File: config.mk
export PLATFORM = sky130hd
export DESIGN_NAME = fetch_pc_unit
export DESIGN_NICKNAME = d
export VERILOG_FILES = /design/src/rtl/fetch_pkg.sv /design/src/rtl/fetch_fifo.sv /design/src/rtl/fetch_pc_unit.sv
export SDC_FILE = /design/constraint.sdc
export NUM_CORES = 1
export LEC_CHECK = 0
export ABC_AREA = 1
export CORE_ASPECT_RATIO = 0.75
export CORE_MARGIN = 5
export CORE_UTILIZATION = 25
export CTS_CLUSTER_SIZE = 24
export DETAILED_ROUTE_END_ITERATION = 16
export GPL_ROUTABILITY_DRIVEN = 0
export PLACE_DENSITY = 0.51
export REMOVE_ABC_BUFFERS = 1
export SYNTH_ARGS = -nofsm -noshare
export SYNTH_HDL_FRONTEND = slang
export SYNTH_HIERARCHICAL = 1
export SYNTH_SLANG_ARGS = --single-unit
File: constraint.sdc
create_clock -name clk -period 2.6 [get_ports clk]
set_input_delay 0.52 -clock clk [delete_from_list [all_inputs] [get_ports clk]]
set_output_delay 0.52 -clock clk [all_outputs]
set_load 0.005 [all_outputs]
File: src/rtl/fetch_pkg.sv
// fetch_pkg: shared types and constants for the instruction-fetch stage.
//   NOP_INSTR      encoding presented alongside a misaligned-target trap entry
//   fetch_state_t  fetch control state {BOOT, FETCH, DRAIN}
//   fetch_entry_t  one buffered instruction {pc, instr}
package fetch_pkg;

    localparam logic [31:0] NOP_INSTR = 32'h0000_0013;

    typedef enum logic [1:0] {
        BOOT  = 2'd0,
        FETCH = 2'd1,
        DRAIN = 2'd2
    } fetch_state_t;

    typedef struct packed {
        logic [31:0] pc;
        logic [31:0] instr;
    } fetch_entry_t;

endpackage

File: src/rtl/fetch_fifo.sv
// fetch_fifo: synchronous FIFO with a flush input.
//   clk, reset_n  clock, asynchronous active-low reset
//   flush         empties the FIFO; wins over push/pop in the same cycle
//   push/push_data  write when not full (or when a pop frees a slot that cycle)
//   pop           drop the head entry; ignored when empty
//   head_data     current head entry (storage is reset to zero)
//   empty, count  status
module fetch_fifo #(
    parameter int WIDTH = 32,
    parameter int DEPTH = 2
) (
    input  logic                       clk,
    input  logic                       reset_n,
    input  logic                       flush,
    input  logic                       push,
    input  logic [WIDTH-1:0]           push_data,
    input  logic                       pop,
    output logic [WIDTH-1:0]           head_data,
    output logic                       empty,
    output logic [$clog2(DEPTH):0]     count
);

    localparam int AW = $clog2(DEPTH);

    logic [WIDTH-1:0] mem [DEPTH];
    logic [AW:0]      wr_ptr;
    logic [AW:0]      rd_ptr;
    logic             full;
    logic             do_push;
    logic             do_pop;

    // Pointers carry one extra wrap bit so full and empty are distinguishable.
    assign count     = wr_ptr - rd_ptr;
    assign empty     = (count == '0);
    assign full      = (count == (AW + 1)'(DEPTH));
    assign do_pop    = pop && !empty;
    assign do_push   = push && (!full || do_pop);
    assign head_data = mem[rd_ptr[AW-1:0]];

    always_ff @(posedge clk or negedge reset_n) begin
        if (!reset_n) begin
            wr_ptr <= '0;
            rd_ptr <= '0;
            for (int i = 0; i < DEPTH; i++) begin
                mem[i] <= '0;
            end
        end else if (flush) begin
            wr_ptr <= '0;
            rd_ptr <= '0;
        end else begin
            if (do_push) begin
                mem[wr_ptr[AW-1:0]] <= push_data;
                wr_ptr <= wr_ptr + 1'b1;
            end
            if (do_pop) begin
                rd_ptr <= rd_ptr + 1'b1;
            end
        end
    end

endmodule

File: src/rtl/fetch_pc_unit.sv
// fetch_pc_unit: instruction-fetch stage. Owns the PC, issues in-order
// instruction-memory requests, buffers returned words and presents
// {pc, instr} to decode.
//   pc_out / pc_seq_in          PC to the external +4 adder and its sum back
//   redirect_valid/redirect_pc  taken branch/jump, single-cycle pulse, highest priority
//   imem_req_*                  request channel (address = pc_out)
//   imem_rsp_*                  in-order response words
//   if_valid/if_ready/if_pc/if_instr  decode channel
//   if_misalign                 only with FETCH_MISALIGN_TRAP_EN defined
//   dbg_state                   current control state, for observation
// Optional feature macro: FETCH_MISALIGN_TRAP_EN. Without it, the low two
// bits of redirect_pc are forced to zero.
//
// Handshakes: a transfer happens on a rising edge where valid && ready.
// A producer holds valid and its payload stable until the transfer, except
// that a redirect may withdraw a pending fetch request.
module fetch_pc_unit
    import fetch_pkg::*;
#(
    parameter logic [31:0] RESET_VECTOR = 32'h0000_0000,
    parameter int          BUF_DEPTH    = 2
) (
    input  logic         clk,
    input  logic         reset_n,
    output logic [31:0]  pc_out,
    input  logic [31:0]  pc_seq_in,
    input  logic         redirect_valid,
    input  logic [31:0]  redirect_pc,
    output logic         imem_req_valid,
    input  logic         imem_req_ready,
    output logic [31:0]  imem_req_addr,
    input  logic         imem_rsp_valid,
    input  logic [31:0]  imem_rsp_data,
    output logic         if_valid,
    input  logic         if_ready,
    output logic [31:0]  if_pc,
    output logic [31:0]  if_instr,
`ifdef FETCH_MISALIGN_TRAP_EN
    output logic         if_misalign,
`endif
    output fetch_state_t dbg_state
);

    localparam int CW = $clog2(BUF_DEPTH) + 1;

    fetch_state_t  state;
    logic [CW-1:0] out_cnt;
    logic [CW-1:0] drop_cnt;
    logic [CW-1:0] live_out;
    logic [CW-1:0] buf_count;
    logic          buf_empty;
    logic          buf_push;
    logic          buf_pop;
    fetch_entry_t  buf_head;
    logic [31:0]   addr_head;
    logic          accept;
    logic          rsp_take;
    logic [31:0]   redir_target;
    logic          stall;
    logic          mis_pending;
    logic          addr_fifo_empty_unused;
    logic [CW-1:0] addr_fifo_count_unused;

`ifdef FETCH_MISALIGN_TRAP_EN
    logic redir_mis;
    assign redir_mis    = |redirect_pc[1:0];
    assign redir_target = redirect_pc;

    // A misaligned target yields one trap entry and then parks fetch until
    // the next redirect.
    always_ff @(posedge clk or negedge reset_n) begin
        if (!reset_n) begin
            stall       <= 1'b0;
            mis_pending <= 1'b0;
        end else if (redirect_valid) begin
            stall       <= redir_mis;
            mis_pending <= redir_mis;
        end else if (mis_pending && if_ready) begin
            mis_pending <= 1'b0;
        end
    end
    assign if_misalign = mis_pending;
`else
    logic unused_redirect_lsbs;
    assign unused_redirect_lsbs = ^redirect_pc[1:0];
    assign redir_target = {redirect_pc[31:2], 2'b00};
    assign stall        = 1'b0;
    assign mis_pending  = 1'b0;
`endif

    // Request only while in-flight words are guaranteed a buffer slot.
    assign imem_req_valid = (state == FETCH) && !stall &&
                            ((int'(out_cnt) + int'(buf_count)) < BUF_DEPTH);
    assign imem_req_addr  = pc_out;
    assign accept         = imem_req_valid && imem_req_ready;
    assign rsp_take       = imem_rsp_valid && (out_cnt != '0);
    // Outstanding count as of the coming edge; also the drop count on redirect.
    assign live_out       = out_cnt + CW'(accept) - CW'(rsp_take);

    assign buf_push  = rsp_take && (state == FETCH) && !redirect_valid;
    assign buf_pop   = if_ready && !buf_empty && !mis_pending;

    assign if_valid  = mis_pending || !buf_empty;
    assign if_pc     = mis_pending ? pc_out    : buf_head.pc;
    assign if_instr  = mis_pending ? NOP_INSTR : buf_head.instr;
    assign dbg_state = state;

    fetch_fifo #(.WIDTH($bits(fetch_entry_t)), .DEPTH(BUF_DEPTH)) u_instr_buf (
        .clk       (clk),
        .reset_n   (reset_n),
        .flush     (redirect_valid),
        .push      (buf_push),
        .push_data ({addr_head, imem_rsp_data}),
        .pop       (buf_pop),
        .head_data (buf_head),
        .empty     (buf_empty),
        .count     (buf_count)
    );

    // Addresses of live requests, matched in order to returning words.
    fetch_fifo #(.WIDTH(32), .DEPTH(BUF_DEPTH)) u_addr_fifo (
        .clk       (clk),
        .reset_n   (reset_n),
        .flush     (redirect_valid),
        .push      (accept && !redirect_valid),
        .push_data (pc_out),
        .pop       (buf_push),
        .head_data (addr_head),
        .empty     (addr_fifo_empty_unused),
        .count     (addr_fifo_count_unused)
    );

    always_ff @(posedge clk or negedge reset_n) begin
        if (!reset_n) begin
            state    <= BOOT;
            pc_out   <= RESET_VECTOR;
            out_cnt  <= '0;
            drop_cnt <= '0;
        end else begin
            out_cnt <= live_out;
            if (redirect_valid) begin
                pc_out <= redir_target;
                // Anything still in flight (including a request accepted this
                // very cycle) belongs to the old path and must be discarded.
                if (state != BOOT && live_out != '0) begin
                    state    <= DRAIN;
                    drop_cnt <= live_out;
                end else begin
                    state    <= FETCH;
                    drop_cnt <= '0;
                end
            end else begin
                if (accept) begin
                    pc_out <= pc_seq_in;
                end
                case (state)
                    BOOT:  state <= FETCH;
                    FETCH: state <= FETCH;
                    DRAIN: begin
                        if (rsp_take) begin
                            drop_cnt <= drop_cnt - CW'(1);
                            if (drop_cnt == CW'(1)) begin
                                state <= FETCH;
                            end
                        end
                    end
                    default: state <= BOOT;
                endcase
            end
        end
    end

endmodule
==> summary.txt <==
final core occ - 34.5%
Port Buffers - 231
clk_lat worst skew - 550 ps
Switching Power - 4.44 mW
MaxCap Viol Count - 0
met1 Usage GRT - 22.7%
Clock Skew - 9.13 ps
Clock power frac - 29.3%
final worst-path cycle share - 105%
I/O pin count - 234
worst vdd ir - 0.000575 V
layout cells sized above 1 - 17.6%
Hold Path Class - reg2reg
fmax - 365 MHz
initial antenna violation count - 0
Clock Sinks - 238
CTS HTree Levels - 1
slack of the critical path - -140 ps
max incr delay on CP - 490 ps
multi-input combinational cell area - 5470 µm²
Pint - 8.75 mW
critical path type - reg2out
All-Layer GR Usage - 15.3%
drt drc - 0
worst-case reg-to-reg path depth - 14
Critical Path Stages - 7
Storage cell area - 5960 µm²
crit-path max FO - 2
Finish-stage setup viols - 69
hold slack final - 468 ps
most frequent cells in the layout - 687 x nand2_1, 236 x dfrtp_1, 198 x nand4_1
Gate power share - 30.0%
worst slew pin tran - 789 ps
first-pass GRT wire length - 64300 µm
Worst EP required - 2080 ps
static leakage - 8.25 nW
Die W - 263 µm
Via density - 4.72
Net Sw Frac - 33.7%
outcome - complete, but fails checks
Layout area overhead - 36.4%
Initial Util - 25.3%
Buf/Inv on CP - 3
clock tree buffer depth - 3
yosys warns - 6
Post-Synthesis Cells - 1518
Setup crit end kind - output port
startpoint types - flop
core box area - 47400 µm²
Avg WL per Cell - 18.2 µm
CTS tree - yes
die height - 200 µm
total CTS buffers - 28
Final ANT Viol Nets - 0
met2 Track Usage GR - 23.3%
Critical Path, Cell by Cell - ha_4 -> inv_2 -> nand2_2 -> inv_2 -> fa_1 -> nor3_1 -> buf_2
vias in the first global route - 10883
Die Area - 52400 µm²
Slew Limit Fails - 0
RSZ-0062 raised after global routing - yes
global route overflow - 0
Worst Path Arrival - 2220 ps
met3 GRT Util - 3.31%
FP Rows - 69
Initial DRT Pass Iterations - 5
Tmin final - 2740 ps
slowest CP cell - dfrtp_4
Mapped Avg Cell Area - 7.89 µm²
hold path depth - 2
DRT iter0 DRCs - 951
Seq pwr share - 40.7%
final hold vios - 0
Total Wirelength - 42900 µm
CTS Root Cell - clkbuf_16
GRT Max-Usage Layer - met2
Post-DP HPWL - 25500 µm
most used cell, CP - inv_2
largest net degree at the start of global routing - 71
antenna diode count - 0
Post-Synthesis Cell Area - 12000 µm²
Clock Pin Slew Worst Setup and Hold Paths - 60 ps
Final nets - 1807
Top delay family on crit path - adder cells
power density over the cells - 808 nW/µm²
commonest non-fill, non-tap cell in the layout - nand2_1
Max-slew headroom - 47.3%
fill cell count - 4852
total number of vias - 11118
failing checks - negative setup slack
-- area by class of cell --
| class | count | share of cell area, % |
|---|---|---|
| multi-input cells | 1097 | 33.5 |
| inverters | 35 | 0.980 |
| clock inverters | 4 | 0.123 |
| clock buffers | 45 | 5.36 |
| well taps | 639 | 4.89 |
| flip-flops and latches | 238 | 36.5 |
| repair buffers | 299 | 18.7 |
-- power by group through the flow --
stage	sequential (mW)	clock, mW	combinational [mW]
after CTS	5.28	4.01	3.81
after floorplan	5.18	0	1.75
final	5.37	3.87	3.96
after global placement	5.30	0	3.94
after global routing	5.50	4.15	4.49
after detailed placement	5.33	0	3.99
-- worst min-delay path, cell delays in order, from the launching register on --
cell     delay [ps]
dfrtp_1         340
nand2_1          50
nand2_1          40
-- per-layer routing --
layer,vias up,routed length (µm),share of wire (%)
li1,5289,-,-
met1,5441,20700,48
met2,344,18600,43
met3,44,2950,6.9
met4,0,651,1.5
met5,-,0,0
-- path summary, 6_finish.rpt --
path	end	slack, ps	from
max in group asynchronous	u_instr_buf/mem[96]	1310	reset_n
min	u_instr_buf/mem[47]	470	u_instr_buf/mem[47]
max	imem_req_valid	-140	u_instr_buf/rd_ptr[0]
min reg2reg	u_instr_buf/mem[47]	470	u_instr_buf/mem[47]
min in group asynchronous	imem_req_addr[24]	500	reset_n
max reg2reg	u_addr_fifo/mem[51]	-130	u_instr_buf/rd_ptr[0]
-- sequential cells by signal (all words and copies together) (netlist names) --
register	flops
u_instr_buf/wr_ptr	2
u_instr_buf/mem	128
imem_req_addr	32
u_addr_fifo/mem	64
u_addr_fifo/rd_ptr	2
dbg_state	2
out_cnt	2
u_addr_fifo/wr_ptr	2
u_instr_buf/rd_ptr	2
drop_cnt	2
-- stage by stage --
| stage | TNS (ps) | instance area [µm²] | cells | worst slack, ps | power [mW] |
|---|---|---|---|---|---|
| floorplan | -1645310 | 11100 | 1370 | -8480 | 6.92 |
| global placement | -519 | 14800 | 2287 | -117 | 9.24 |
| detailed placement | -698 | 14800 | 2287 | -131 | 9.32 |
| CTS | -3770 | 15800 | 2343 | -250 | 13.1 |
| global route | -12880 | 16300 | 2357 | -257 | 14.1 |
| finish | -4670 | 16300 | 2357 | -140 | 13.2 |
-- repair_timing --
action	CTS	global route
buffers inserted	3	7
endpoints found under the hold margin	51	0
hold buffers	1	0
gates resized for setup	103	250
pin swaps	86	25
gates cloned	3	9
endpoints found under the setup margin	71	106
Power figures use the tool's default switching activity.
